$ cat src/rtl/pc_ctrl_pkg.sv
// Shared jump-class codes, exception vector, reset PC and fetch-sequencer
// state encodings used by pc_ctrl, pc_redirect_buf and the npc block.
package pc_ctrl_pkg;

  localparam logic [3:0] NPC_NEXT  = 4'd0;
  localparam logic [3:0] NPC_EQUAL = 4'd1;
  localparam logic [3:0] NPC_NEQ   = 4'd2;
  localparam logic [3:0] NPC_BLEZ  = 4'd3;
  localparam logic [3:0] NPC_BGTZ  = 4'd4;
  localparam logic [3:0] NPC_BLTZ  = 4'd5;
  localparam logic [3:0] NPC_BGEZ  = 4'd6;
  localparam logic [3:0] NPC_J     = 4'd7;
  localparam logic [3:0] NPC_JAL   = 4'd8;
  localparam logic [3:0] NPC_REG   = 4'd9;
  localparam logic [3:0] NPC_ISR   = 4'd14;
  localparam logic [3:0] NPC_EPC   = 4'd15;

  localparam logic [31:0] NPC_ISR_ADDRESS = 32'h0000_4180;
  localparam logic [31:0] PCC_RESET_PC    = 32'h0000_3000;

  typedef enum logic [1:0] {
    PCC_BOOT  = 2'd0,
    PCC_FETCH = 2'd1,
    PCC_ADEL  = 2'd2
  } pcc_state_e;

  // Any decoded jump class other than sequential / redirect makes the next fetch a delay slot.
  function automatic logic is_branch(input logic [3:0] mode);
    return !(mode == NPC_NEXT || mode == NPC_ISR || mode == NPC_EPC);
  endfunction

endpackage

$ cat src/rtl/pc_redirect_buf.sv
// Holds exception/ERET redirects that arrive while a fetch is outstanding.
// Latency: selects are combinational from pending flags and live requests.
// Backpressure: flags persist until apply; exc always beats eret.
module pc_redirect_buf
  import pc_ctrl_pkg::*;
(
  input  logic clk,
  input  logic rst_n,
  input  logic exc_req,
  input  logic eret,
  input  logic apply,
  output logic pend_exc,
  output logic pend_eret,
  output logic sel_isr,
  output logic sel_epc
);

  assign sel_isr = pend_exc | exc_req;
  assign sel_epc = !sel_isr && (pend_eret | eret);

  // On apply any same-cycle request is consumed directly, so both flags clear.
  always_ff @(posedge clk or negedge rst_n) begin
    if (!rst_n) begin
      pend_exc  <= 1'b0;
      pend_eret <= 1'b0;
    end else if (apply) begin
      pend_exc  <= 1'b0;
      pend_eret <= 1'b0;
    end else if (exc_req) begin
      pend_exc  <= 1'b1;
      pend_eret <= 1'b0;
    end else if (eret && !pend_exc) begin
      pend_eret <= 1'b1;
    end
  end

endmodule

$ cat src/rtl/pc_ctrl.sv
// Fetch sequencer: owns the PC, drives npc, runs the IM req/ack handshake.
// Latency: one PC step per acked, unstalled fetch; redirects apply on next ack.
// Backpressure: stall holds pc with im_req high unless a redirect is pending.
module pc_ctrl
  import pc_ctrl_pkg::*;
#(
  parameter logic [31:0] RESET_PC = PCC_RESET_PC,
  parameter logic [31:0] ISR_PC   = 32'h0000_4180
) (
  input  logic        clk,
  input  logic        rst_n,
  input  logic        stall,
  input  logic        id_valid,
  input  logic [3:0]  id_jump_mode,
  input  logic        exc_req,
  input  logic        eret,
  input  logic [31:0] npc_next,
  output logic [3:0]  npc_mode,
  output logic [31:0] npc_pc,
  output logic [31:0] pc,
  output logic        im_req,
  input  logic        im_ack,
  output logic        fetch_valid,
  output logic        if_bd,
  output logic        exc_ack,
  output logic        if_adel
);

  pcc_state_e state, state_nxt;
  logic in_adel, eret_m, done, advance, adel_exit, apply;
  logic pend_exc, pend_eret, sel_isr, sel_epc;

  assign in_adel   = (state == PCC_ADEL);
  assign eret_m    = eret & ~in_adel;
  assign done      = (state == PCC_FETCH) && im_ack;
  assign advance   = done && (!stall || pend_exc || pend_eret);
  assign adel_exit = in_adel && exc_req;
  assign apply     = advance | adel_exit;

  pc_redirect_buf u_redirect_buf (
    .clk       (clk),
    .rst_n     (rst_n),
    .exc_req   (exc_req),
    .eret      (eret_m),
    .apply     (apply),
    .pend_exc  (pend_exc),
    .pend_eret (pend_eret),
    .sel_isr   (sel_isr),
    .sel_epc   (sel_epc)
  );

  always_comb begin
    npc_mode = NPC_NEXT;
    if (sel_isr)       npc_mode = NPC_ISR;
    else if (sel_epc)  npc_mode = NPC_EPC;
    else if (id_valid) npc_mode = id_jump_mode;
  end

  // The instruction fetched alongside a redirect is flushed rather than accepted.
  assign fetch_valid = advance && !(sel_isr || sel_epc);
  assign if_bd       = fetch_valid && id_valid && is_branch(id_jump_mode);

  always_comb begin
    state_nxt = state;
    case (state)
      PCC_BOOT:  state_nxt = PCC_FETCH;
      PCC_FETCH: if (advance && (npc_next[1:0] != 2'b00)) state_nxt = PCC_ADEL;
      PCC_ADEL:  if (exc_req) state_nxt = PCC_FETCH;
      default:   state_nxt = PCC_BOOT;
    endcase
  end

  always_ff @(posedge clk or negedge rst_n) begin
    if (!rst_n) state <= PCC_BOOT;
    else        state <= state_nxt;
  end

  always_ff @(posedge clk or negedge rst_n) begin
    if (!rst_n) begin
      pc      <= RESET_PC;
      exc_ack <= 1'b0;
    end else begin
      exc_ack <= apply && sel_isr;
      if (adel_exit)    pc <= ISR_PC;
      else if (advance) pc <= npc_next;
    end
  end

  // Decoded from registered state so reset drops the request asynchronously.
  assign im_req  = (state == PCC_FETCH);
  assign if_adel = (pc[1:0] != 2'b00);
  assign npc_pc  = pc;

  a_isr_vector : assert property (@(posedge clk) disable iff (!rst_n) ISR_PC == NPC_ISR_ADDRESS)
    else $error("pc_ctrl: ISR_PC differs from NPC_ISR_ADDRESS");

endmodule

$ cat config.mk
export PLATFORM = sky130hd
export DESIGN_NAME = pc_ctrl
export DESIGN_NICKNAME = d
export VERILOG_FILES = /design/src/rtl/pc_ctrl_pkg.sv /design/src/rtl/pc_redirect_buf.sv /design/src/rtl/pc_ctrl.sv
export SDC_FILE = /design/constraint.sdc
export NUM_CORES = 1
export LEC_CHECK = 0
export CORE_MARGIN = 5
export CORE_UTILIZATION = 34
export CTS_BUF_LIST = sky130_fd_sc_hd__clkbuf_16
export CTS_CLUSTER_DIAMETER = 40
export DETAILED_ROUTE_END_ITERATION = 7
export PLACE_DENSITY = 0.77
export SETUP_SLACK_MARGIN = 0.02
export SLEW_MARGIN = 20
export SYNTH_ARGS = -nofsm -noshare
export SYNTH_HDL_FRONTEND = slang
export SYNTH_SLANG_ARGS = --single-unit
$ cat constraint.sdc
create_clock -name clk -period 1.6 [get_ports clk]
set_input_delay 0.4 -clock clk [delete_from_list [all_inputs] [get_ports clk]]
set_output_delay 0.4 -clock clk [all_outputs]
set_load 0.03 [all_outputs]
== Word level (Yosys, flattened, before mapping) ==
Index checks and enable logic that the tools add are counted.
W data, S select, Z words.
Cells by class
  add/subtract/negate cells: 0
  $mul: 0
  div/mod/pow operators: 0
  $lt $le $gt $ge: 0
  equality and inequality tests: 6
  shift-type cells: 0
  mux-type cells: 13
  bitwise operators: 5
  reductions and logical operators: 28
Operators with widths (number)
  $mux W32: 2
  $mux W4: 3
  $logic_and A1 B1 Y1: 10
  $eq A4 B4 Y1 const B: 2
  $reduce_bool A2 Y1: 4
  $pmux W2 S3: 1
  $logic_not A1 Y1: 5
  $logic_or A1 B1 Y1: 5
  $mux W1: 5
  $logic_not A4 Y1: 1
  $mux W2: 2
  $or A1 B1 Y1: 3
  $reduce_bool A3 Y1: 1
  $eq A2 B1 Y1 const B: 1
  $eq A2 B2 Y1 const B: 1
  $logic_not A2 Y1: 1
  $ne A2 B1 Y1 const B: 1
  $ne A2 B2 Y1 const B: 1
  $reduce_and A2 Y1: 1
  $and A1 B1 Y1: 1
  $not A1 Y1: 1
Word-level totals
  register bits: 37
  bits in latches: 0
  memory bits (writable): 0
  memory bits (read-only): 0
  input bits: 43
  output and inout port bits: 73
  logic and storage cells: 57
  memories: 0

== Longest topological paths before layout ==
Gate-level depths: netlist of run 1.
  depth in word-level cells: 10
  depth in mapped cells: 4
  depth with buffers taken out: 3

== By module ==
A second synthesis of run 1 with hierarchy kept.
Second synthesis, totals
  cell total of the unflattened synthesis: 203
  area total of the unflattened synthesis: 1993.2 um^2
By module, submodules not included
  pc_ctrl: instances 1, cells an instance 194, area each 1895.6 um^2, seq. area each 878.3 um^2
  pc_redirect_buf: instances 1, cells an instance 9, area each 97.6 um^2, seq. area each 50.0 um^2

== Worst setup path before layout of run 1 ==
Ideal clock, no wire load.
  path type: reg2out
  start: register state[1]
  end: output if_bd
  arrival time: 1.425 ns
  required time: 1.200 ns
  slack: -0.225 ns
  cell stages (with the launch flop): 4
  buffers on the path: 0
  cells stage by stage: dfrtp_1 nor2b_2 o311a_2 and4_1
Between the ends
  elaborated cells between the ends (all ways): 13
  those cells by class: eq/ne (2); bitwise (3); reduce/logical (8)
RTL lines
  start, declared: RTL line pc_ctrl.sv:29  | pcc_state_e state, state_nxt;
  start signal, assigned: RTL line pc_ctrl.sv:75  | else state <= state_nxt;
  $eq A2 B1 Y1
  via im_req: RTL line pc_ctrl.sv:21  | output logic im_req,
  $logic_and A1 B1 Y1: RTL line pc_ctrl.sv:35  | assign done = (state == PCC_FETCH) && im_ack;
  $logic_and A1 B1 Y1: RTL line pc_ctrl.sv:36  | assign advance = done && (!stall || pend_exc || pend_eret);
  $logic_and A1 B1 Y1: RTL line pc_ctrl.sv:60  | assign fetch_valid = advance && !(sel_isr || sel_epc);
  $logic_and A1 B1 Y1 (2 in a row): RTL line pc_ctrl.sv:61  | assign if_bd = fetch_valid && id_valid && is_branch(id_jump_mode);
  end, declared: RTL line pc_ctrl.sv:24  | output logic if_bd,
The timed path passes the listed nets, and every way through them passes these cells.

== Final worst setup path of run 1 ==
  start: register state[0]
  end: output if_bd
Between the ends
  longest elaborated chain between the ends: 10
  elaborated cells between the ends (all ways): 13
  those cells by class: eq/ne (2); bitwise (3); reduce/logical (8)
RTL lines
  $eq A2 B2 Y1: RTL line pc_ctrl.sv:33  | assign in_adel = (state == PCC_ADEL);
  $not A1 Y1: RTL line pc_ctrl.sv:34  | assign eret_m = eret & ~in_adel;
  $and A1 B1 Y1: RTL line pc_ctrl.sv:34
  $or A1 B1 Y1: RTL line pc_redirect_buf.sv:19  | assign sel_epc = !sel_isr && (pend_eret | eret);
  $logic_and A1 B1 Y1: RTL line pc_redirect_buf.sv:19
  $logic_or A1 B1 Y1: RTL line pc_ctrl.sv:60
  $logic_not A1 Y1: RTL line pc_ctrl.sv:60
  $logic_and A1 B1 Y1 (*): RTL line pc_ctrl.sv:60
  $logic_and A1 B1 Y1 (*) (2 in a row): RTL line pc_ctrl.sv:61
Mark *: on every way between the ends. The rest lies on a longest branch, timed or not.

==> results.sh, run 1 <==
export IMPL_io_buffer_count=115
export IMPL_ff2ff_setup_slack_ns=-0.06
export IMPL_r2r_start="u_redirect_buf.pend_exc"
export IMPL_ir_worst_vdd_uv=1190
export IMPL_layout_cells_most_common="dlygate4sd2_1"
export IMPL_crit_required_ns=1.20
export IMPL_multi_input_area_um2=732
export IMPL_synth_seq_cells=37
export IMPL_cts_buffers_inserted=5
export IMPL_ys_warn_count=0
export IMPL_setup_ws_ns=-0.437
export IMPL_die_width_um=86.8
export IMPL_grt_use_total_pct=14.4
export IMPL_syn_nets=241
export IMPL_n_fill_cell=548
export IMPL_layout_drive_gt1_share_pct=24.3
export IMPL_grt_ovfl_total=0
export IMPL_seq_area_um2=928
export IMPL_fin_crit_sh_pct=127
export IMPL_critPathKind="reg2out"
export IMPL_final_antenna_net_count=0
export IMPL_grt_max_degree=20
export IMPL_slew_headroom_pct=69.0
export IMPL_final_util_pct=60.4
export IMPL_drtIter0Drc=36
export IMPL_r2r_cells=6
export IMPL_cts_buffer_depth=2
export IMPL_synth_avg_cell_area_um2=10.1
export IMPL_syn_instance_count=198
export IMPL_r2r_end="npc_pc[14]"
export IMPL_clk_pin_slew_ns=0.05
export IMPL_critPathCaptureType="primary output"
export IMPL_num_vias=1760
export IMPL_dp_hpwl_um=4100
export IMPL_power_density_mw_per_mm2=2160
export IMPL_clock_skew_ns=0.00365
export IMPL_cts_tree="done"
export IMPL_h_tree_depth=2
export IMPL_fmax_mhz=491
export IMPL_clk_insertion_delay_late_ns=0.27
export IMPL_fin_crit_ns=2.04
export IMPL_cap_violations=0
export IMPL_drt_pass1_iterations=4
export IMPL_ctsHoldBuffers=0
export IMPL_clkSinkCount=37
export IMPL_p_total_w=0.00758
export IMPL_initial_utilization_pct=34.4
export IMPL_finalSetupTns_ns=-1.86
export IMPL_die_h_um=86.8
export IMPL_synth_area_leaders="dfrtp_1 (44%), mux2i_1 (14%), buf_4 (12%)"
export IMPL_row_count=28
export IMPL_place_area_mm2=0.00322
export IMPL_final_nets=363
export IMPL_io_pins=116
export IMPL_synth_area_mm2=0.00200
export IMPL_layout_common_cells="dlygate4sd2_1 (65), clkdlybuf4s50_1 (37), dfrtp_1 (35)"
export IMPL_synth_cell_types=27
export IMPL_worstPathMaxFanout=3
export IMPL_stdcell_area_mm2=0.00351
export IMPL_final_cells=396
export IMPL_antenna_found_initial=0
export IMPL_root_buffer="clkbuf_16"
export IMPL_setup_viol=12
export IMPL_core_area_mm2=0.00582
export IMPL_tightest_slew_ns=0.465
export IMPL_area_growth_pct=75.3
export IMPL_status="complete, but fails checks"
export IMPL_avgViaCountPerCell=4.44
export IMPL_place_gp_congestion=0.748
export IMPL_drt_total_wl_um=5290
export IMPL_grt_pass1_vias=1827
export IMPL_synth_top_area_share_pct=43.7
export IMPL_synth_top_cell_by_area="dfrtp_1"
export IMPL_cp_arrival_ns=1.64
export IMPL_grt_pass1_wl_um=8540
export IMPL_drc_errors=0
export IMPL_finalMaxSlewViolations=0
export IMPL_rsz0062_at_grt="yes"
export IMPL_die_area_mm2=0.00753
export IMPL_hold_path_class="in2async"
export IMPL_start_kind="flip-flop"
export IMPL_wl_per_cell_um=13.4
export IMPL_seq_area_frac_synth_pct=46.3
export IMPL_p_leak_nw=1.95
export IMPL_dp_cells=377
export IMPL_hold_violations=0
export IMPL_n_antenna_cell=0
export IMPL_failed_checks="negative setup slack"
==> worst max path at each step <==
stage / from / to
6_report: state[0] / if_bd
5_1_grt: state[0] / if_bd
4_1_cts: state[0] / if_bd
3_3_place_gp: eret / npc_mode[2]
3_5_place_dp: eret / npc_mode[1]
2_1_floorplan: state[1] / if_bd
==> sequential cells by signal (all words and copies together), names as in the netlist <==
signal / cells
u_redirect_buf.pend_eret: 1
exc_ack: 1
state: 2
npc_pc: 32
u_redirect_buf.pend_exc: 1
==> routing by layer <==
metal,vias to the layer above,track usage (%),wire (um)
li1,837,-,-
met1,836,16.9,2060
met2,81,25.7,2720
met3,6,4.47,473
met4,0,2.97,38
met5,-,0,0
==> cell families after synthesis <==
| group | share of synthesized area [%] |
|---|---|
| compound gates | 5.62 |
| buf+inv | 20.0 |
| flops | 46.3 |
| mux | 16.7 |
| simple gates | 11.2 |
==> synthesized netlist by cell type (all sizes together) <==
library cell,number
o311ai,1
mux2i,29
o311a,1
nor2,2
nand2b,5
a21oi,2
a31oi,1
nor3b,1
buf,35
nor4,1
o22ai,1
a21boi,1
or2,1
mux2,3
nand2,36
a2bb2oi,1
inv,31
nor2b,1
a2111oi,2
clkbuf,3
and2,1
dfrtp,35
and4,1
nand3b,1
dfstp,2
==> critical path, cell delays in order (launching register included) <==
cell       delay, ns
dfrtp_1         0.38
nand2b_4        0.16
a2111oi_4       0.33
buf_4           0.17
and4_4          0.20
buf_6           0.12
==> metrics by stage <==
stage / worst slack (ns) / hold slack (ns)
3_3_place_gp: -0.776 / 0.375
3_5_place_dp: -0.813 / 0.376
2_1_floorplan: -0.0850 / 0.104
4_1_cts: -0.485 / 0.0881
5_1_grt: -0.501 / 0.108
6_report: -0.437 / 0.0794
==> area by class of cell <==
| cell class | count | area share [%] |
|---|---|---|
| Tap cell | 75 | 2.67 |
| Multi-Input combinational cell | 92 | 20.8 |
| Inverter | 31 | 3.31 |
| Sequential cell | 37 | 26.4 |
| Clock buffer | 5 | 3.56 |
| Timing Repair Buffer | 153 | 42.9 |
| Clock inverter | 3 | 0.321 |
==> power breakdown <==
part | switching [W] | internal [W] | leakage [nW]
logic | 0.00290 | 0.00204 | 1.43
registers | 0.000328 | 0.00142 | 0.440
clock network | 0.000330 | 0.000559 | 0.0776
total | 0.00356 | 0.00402 | 1.95
==> timing repair <==
action,4_1_cts,5_1_grt
gates resized for setup,109,12
endpoints found under the setup margin,100,42
pin swaps,5,4
buffers inserted,10,2
cloned,2,0
Power figures use the tool's default switching activity.
==> inputs of run 2 (changes only) <==
- CORE_UTILIZATION: 34 -> 38
- CTS_BUF_LIST: sky130_fd_sc_hd__clkbuf_16 -> not set
- PLACE_DENSITY: 0.77 -> 0.81
- clock period: 1.6 -> 2.3 ns (I/O delays scaled with it)
==> run 2 against run 1 <==
Against the previous run:
- clock power fell by 53%
- sequential power is 29% lower
- sequential share of layout area grew 2.1 points
- power down 33%
- count of clock-buffer cells in the layout is 2 higher
- design area decreased by 7.4%
- utilization up 3.3 points
- cell count down 5.8%
- critical endpoint unchanged
- the run now ends clean
- via count decreased by 6.1%
- combinational power decreased by 31%
- setup slack improved by 0.48 ns
==> results.sh, run 2 (synthesis gave the netlist of run 1 again) <==
export IMPL_crit_required_ns=1.73
export IMPL_swShare_pct=46.6
export IMPL_power_switching_w=0.00238
export IMPL_drtIter0Drc=32
export IMPL_dp_cells=363
export IMPL_die_width_um=82.6
export IMPL_io_buffer_count=115
export IMPL_die_h_um=82.6
export IMPL_grt_ovfl_total=0
export IMPL_pwr_share_seq_pct=24.5
export IMPL_start_kind="input pin"
export IMPL_dp_hpwl_um=3930
export IMPL_worst_path_buf_inv=3
export IMPL_cp_arrival_ns=1.68
export IMPL_cts_tree="done"
export IMPL_antenna_found_initial=0
export IMPL_crit_chain="clkdlybuf4s50_1 > buf_4 > nor4_2 > a31oi_1 > and4_1 > buf_6"
export IMPL_h_tree_depth=2
export IMPL_clock_skew_ns=0.00291
export IMPL_drt_total_wl_um=4900
export IMPL_slowest_delay_ns=0.47
export IMPL_crit_family="buffers and inverters"
export IMPL_num_vias=1653
export IMPL_cts_buffers_inserted=5
export IMPL_status="complete, no violations"
export IMPL_drc_errors=0
export IMPL_clk_pin_slew_ns=0.07
export IMPL_rsz0062_at_grt="yes"
export IMPL_io_pins=116
export IMPL_fin_crit_sh_pct=98.0
export IMPL_n_antenna_cell=0
export IMPL_area_growth_pct=62.3
export IMPL_finalMaxSlewViolations=0
export IMPL_layout_drive_gt1_share_pct=15.2
export IMPL_setup_ws_ns=0.0461
export IMPL_critPathCaptureType="primary output"
export IMPL_clk_insertion_delay_late_ns=0.27
export IMPL_p_int_w=0.00272
export IMPL_worstPathMaxFanout=2
export IMPL_hold_violations=0
export IMPL_combPwrFrac_pct=67.3
export IMPL_wl_per_cell_um=13.1
export IMPL_ir_worst_vdd_uv=898
export IMPL_timing_hold_ws_ns=0.389
export IMPL_avgViaCountPerCell=4.43
export IMPL_largest_reg_flops=32
export IMPL_clkSinkCount=37
export IMPL_setup_viol=0
export IMPL_drt_pass1_iterations=4
export IMPL_root_buffer="clkbuf_8"
export IMPL_power_density_mw_per_mm2=1570
export IMPL_grt_pass1_wl_um=7840
export IMPL_cts_buffer_depth=2
export IMPL_die_area_mm2=0.00682
export IMPL_dp_slack_ns=-0.457
export IMPL_critPathKind="in2out"
export IMPL_place_gp_congestion=0.718
export IMPL_final_antenna_net_count=0
export IMPL_cap_violations=0
export IMPL_layout_common_cells="clkdlybuf4s50_1 (102), nand2_1 (36), dfrtp_1 (35)"
export IMPL_core_area_mm2=0.00511
export IMPL_final_nets=345
export IMPL_grt_pass1_vias=1737
export IMPL_grt_max_degree=38
export IMPL_layout_cells_most_common="clkdlybuf4s50_1"
export IMPL_p_leak_nw=1.67
export IMPL_tightest_slew_ns=0.824
export IMPL_fin_crit_ns=2.25
export IMPL_initial_utilization_pct=39.2
export IMPL_power_frac_clock_pct=8.3
export IMPL_final_cells=373
export IMPL_place_area_mm2=0.00313
export IMPL_final_util_pct=63.6
export IMPL_row_count=26
export IMPL_slew_headroom_pct=45.1
export IMPL_grt_use_total_pct=15.0
export IMPL_cpMaxStageDelayCell="clkdlybuf4s50_1"
export IMPL_hold_path_class="in2async"
export IMPL_fmax_mhz=444
export IMPL_stdcell_area_mm2=0.00325
-- run 2: power groups by stage --
stage	sequential, W	combinational (W)	clock [W]
after detailed placement	0.00126	0.00345	0
after floorplan	0.00182	0.00170	0
after CTS	0.00125	0.00345	0.000440
final	0.00125	0.00343	0.000421
after global routing	0.00131	0.00360	0.000476
after global placement	0.00123	0.00339	0
-- run 2: path summary, 6_finish.rpt --
| kind | startpoint | end | slack, ns | cells past startpoint |
|---|---|---|---|---|
| max in group asynchronous | rst_n | exc_ack | 1.38 | 1 |
| worst min register to register | npc_pc[13] | npc_pc[13] | 0.49 | 2 |
| worst max register to register | u_redirect_buf.pend_exc | npc_pc[14] | 0.73 | 4 |
| worst min-delay path | rst_n | npc_pc[3] | 0.39 | 1 |
| min in group clk | npc_pc[13] | npc_pc[13] | 0.49 | 2 |
| worst max-delay path | id_jump_mode[2] | if_bd | 0.05 | 6 |
-- run 2: cell type report --
type                            instances  area (um2)
Fill cell                             451        1860
Timing Repair Buffer                  135        1340
Sequential cell                        37         928
Multi-Input combinational cell         92         697
Inverter                               31         116
Tap cell                               70        87.6
Clock buffer                            7        76.3
Clock inverter                          1        5.00
-- run 2: layer usage --
| layer | GRT usage, % | vias to the layer above | share of wire, % |
|---|---|---|---|
| met1 | 15.9 | 778 | 37 |
| met4 | 2.45 | 0 | 0.59 |
| met5 | 0 | - | 0 |
| li1 | - | 795 | - |
| met2 | 28.4 | 75 | 52 |
| met3 | 5.64 | 5 | 9.9 |
-- run 2: timing repair --
| item | 4_1_cts | 5_1_grt |
|---|---|---|
| pin swaps | 3 | 2 |
| gates resized for setup | 22 | 10 |
| buffers inserted | 0 | 2 |
| hold buffers | 0 | 0 |
| hold endpoints to repair | 0 | 0 |
| setup endpoints to repair | 7 | 5 |
-- run 2: worst register-to-register path: cells and delay by family (launching register included) --
| family | cells | cell delay, ns |
|---|---|---|
| buffers and inverters | 2 | 0.40 |
| muxes | 1 | 0.32 |
| DFF | 1 | 0.41 |
| AOI/OAI and AO/OA | 1 | 0.34 |
-- run 2: metrics by stage --
| step | TNS (ns) | power (W) |
|---|---|---|
| floorplan | 0 | 0.00353 |
| global placement | -1.34 | 0.00462 |
| detailed placement | -1.51 | 0.00471 |
| CTS | 0 | 0.00514 |
| global route | -0.0251 | 0.00538 |
| finish | 0 | 0.00510 |
==> inputs of run 3 (changes only) <==
- CORE_UTILIZATION: 38 -> 41
- PLACE_DENSITY: 0.81 -> 0.87
- clock period: 2.3 -> 2.75 ns (I/O delays scaled with it)
==> run 3 against run 2 <==
Against the previous run:
- worst hold slack improved by 0.10 ns
- combinational power fell by 20%
- sequential share of layout area rose by 1.8 points
- non-clock buffer count fell by 16
- first-iteration DRC count fell by 9.4%
- count of clock-buffer cells in the layout did not move
- flip-flop and latch count did not move
- power fell by 18%
- setup slack improved by 0.042 ns
- via count fell by 2.7%
- clock power fell by 13%
- die area fell by 6.4%
- largest power group unchanged
==> results.sh, run 3 (synthesis gave the netlist of run 1 again) <==
export IMPL_cts_buffer_depth=2
export IMPL_grt_use_total_pct=15.2
export IMPL_place_area_mm2=0.00298
export IMPL_grt_ovfl_total=0
export IMPL_pwr_share_seq_pct=25.3
export IMPL_setup_ws_ns=0.0877
export IMPL_layout_common_cells="clkdlybuf4s50_1 (108), nand2_1 (36), dfrtp_1 (35)"
export IMPL_post_cts_buffers=0
export IMPL_ir_worst_vdd_uv=705
export IMPL_avgViaCountPerCell=4.56
export IMPL_r2r_end="npc_pc[8]"
export IMPL_dp_slack_ns=-0.232
export IMPL_clkSinkCount=37
export IMPL_fin_crit_sh_pct=96.8
export IMPL_clock_skew_ns=0.00393
export IMPL_p_int_w=0.00221
export IMPL_worstPathMaxFanout=5
export IMPL_fin_crit_ns=2.66
export IMPL_n_antenna_cell=0
export IMPL_fmax_mhz=376
export IMPL_finalMaxSlewViolations=0
export IMPL_core_area_mm2=0.00472
export IMPL_grt_pass1_vias=1698
export IMPL_cpMaxStageDelayCell="clkdlybuf4s50_1"
export IMPL_io_buffer_count=115
export IMPL_initial_utilization_pct=42.4
export IMPL_n_fill_cell=392
export IMPL_crit_chain="clkdlybuf4s50_1 > a2111oi_4 > and4_1 > buf_4"
export IMPL_hold_path_depth=2
export IMPL_stdcell_area_mm2=0.00305
export IMPL_critPathKind="in2out"
export IMPL_hold_violations=0
export IMPL_row_count=25
export IMPL_drc_errors=0
export IMPL_dp_hpwl_um=3640
export IMPL_power_density_mw_per_mm2=1360
export IMPL_clk_insertion_delay_late_ns=0.28
export IMPL_die_h_um=79.9
export IMPL_final_nets=329
export IMPL_grt_pass1_wl_um=7560
export IMPL_r2r_cells=3
export IMPL_final_util_pct=64.7
export IMPL_slowest_delay_ns=0.46
export IMPL_min_from="npc_pc[12]"
export IMPL_power_switching_w=0.00195
export IMPL_seq_area_um2=928
export IMPL_ff2ff_setup_slack_ns=1.21
export IMPL_tightest_slew_ns=0.809
export IMPL_io_pins=116
export IMPL_die_area_mm2=0.00638
export IMPL_worst_path_buf_inv=2
export IMPL_largest_reg_flops=32
export IMPL_area_growth_pct=52.5
export IMPL_place_gp_congestion=0.800
export IMPL_slew_headroom_pct=46.1
export IMPL_status="complete, no violations"
export IMPL_wl_per_cell_um=13.3
export IMPL_r2r_start="u_redirect_buf.pend_exc"
export IMPL_multi_input_area_um2=673
export IMPL_setup_viol=0
export IMPL_die_width_um=79.9
export IMPL_clk_pin_slew_ns=0.07
export IMPL_drt_total_wl_um=4710
export IMPL_power_frac_clock_pct=8.8
export IMPL_cap_violations=0
export IMPL_layout_drive_gt1_share_pct=9.44
export IMPL_grt_max_degree=38
export IMPL_cts_buffers_inserted=5
export IMPL_p_total_w=0.00416
export IMPL_h_tree_depth=2
export IMPL_drt_pass1_iterations=4
export IMPL_crit_family="buffers and inverters"
export IMPL_combPwrFrac_pct=65.9
export IMPL_cts_tree="done"
export IMPL_rsz0062_at_grt="no"
export IMPL_start_kind="input pin"
export IMPL_ctsHoldBuffers=0
export IMPL_root_buffer="clkbuf_8"
export IMPL_swShare_pct=46.8
export IMPL_holdPathEnd="npc_pc[12]"
export IMPL_final_antenna_net_count=0
export IMPL_crit_required_ns=2.06
export IMPL_final_cells=353
export IMPL_drtIter0Drc=29
export IMPL_critPathCaptureType="primary output"
export IMPL_cp_arrival_ns=1.97
export IMPL_num_vias=1609
export IMPL_hold_path_class="reg2reg"
export IMPL_layout_cells_most_common="clkdlybuf4s50_1"
export IMPL_dp_cells=346
export IMPL_p_leak_nw=1.55
export IMPL_antenna_found_initial=0
==> run 3: cell types whose count changed in the layout (fill, tap and decap cells not counted), moves of 3 or more <==
cell / delta
clkbuf_2: +3
clkdlybuf4s50_1: +6
dlygate4sd2_1: -5
buf_6: -3
buf_4: -12
buf_12: -3
==> run 3: layout make-up <==
type	count	share of cell area, %
Tap cell	67	2.74
Timing Repair Buffer	119	38.2
Clock buffer	7	2.83
Sequential cell	37	30.4
Multi-Input combinational cell	92	22.0
Inverter	31	3.81
==> run 3: through the flow <==
stage | TNS (ns) | hold slack, ns
6_report | 0 | 0.494
2_1_floorplan | 0 | 0.392
4_1_cts | 0 | 0.498
3_5_place_dp | -0.641 | 0.489
5_1_grt | 0 | 0.543
3_3_place_gp | -0.445 | 0.472
==> run 3: power groups by stage <==
stage          logic, W  clock network (W)  registers, W
2_1_floorplan   0.00143                  0       0.00152
3_3_place_gp    0.00274                  0       0.00104
3_5_place_dp    0.00278                  0       0.00106
4_1_cts         0.00278           0.000387       0.00106
5_1_grt         0.00288           0.000409       0.00111
6_report        0.00274           0.000365       0.00105
==> run 3: worst max-delay path by stage <==
stage	start	end	slack [ns]	cells after the start
2_1_floorplan	exc_req	npc_mode[0]	0.50	2
3_3_place_gp	eret	npc_mode[1]	-0.15	4
3_5_place_dp	eret	npc_mode[1]	-0.23	4
4_1_cts	eret	npc_mode[1]	0.01	4
5_1_grt	eret	if_bd	0.02	4
6_report	eret	if_bd	0.09	4
==> run 3: timing repair <==
action | 4_1_cts | 5_1_grt
resized for setup | 3 | 6
gates cloned | 0 | 0
setup endpoints to repair | 3 | 3
==> run 3: worst reg2reg max path, delay by kind of cell (launching register included) <==
kind / cells / cell delay, ns
flip-flops: 1 / 0.46
multiplexers: 1 / 0.35
AO/OA/AOI/OAI: 1 / 0.34
buffers and inverters: 1 / 0.28
==> run 3: per-layer routing <==
metal,global-route usage [%],share of wire [%],up-vias
li1,-,-,764
met1,15.6,38,759
met2,28.2,51,75
met3,5.19,8.7,11
met4,5.74,2.0,0
met5,0,0,-
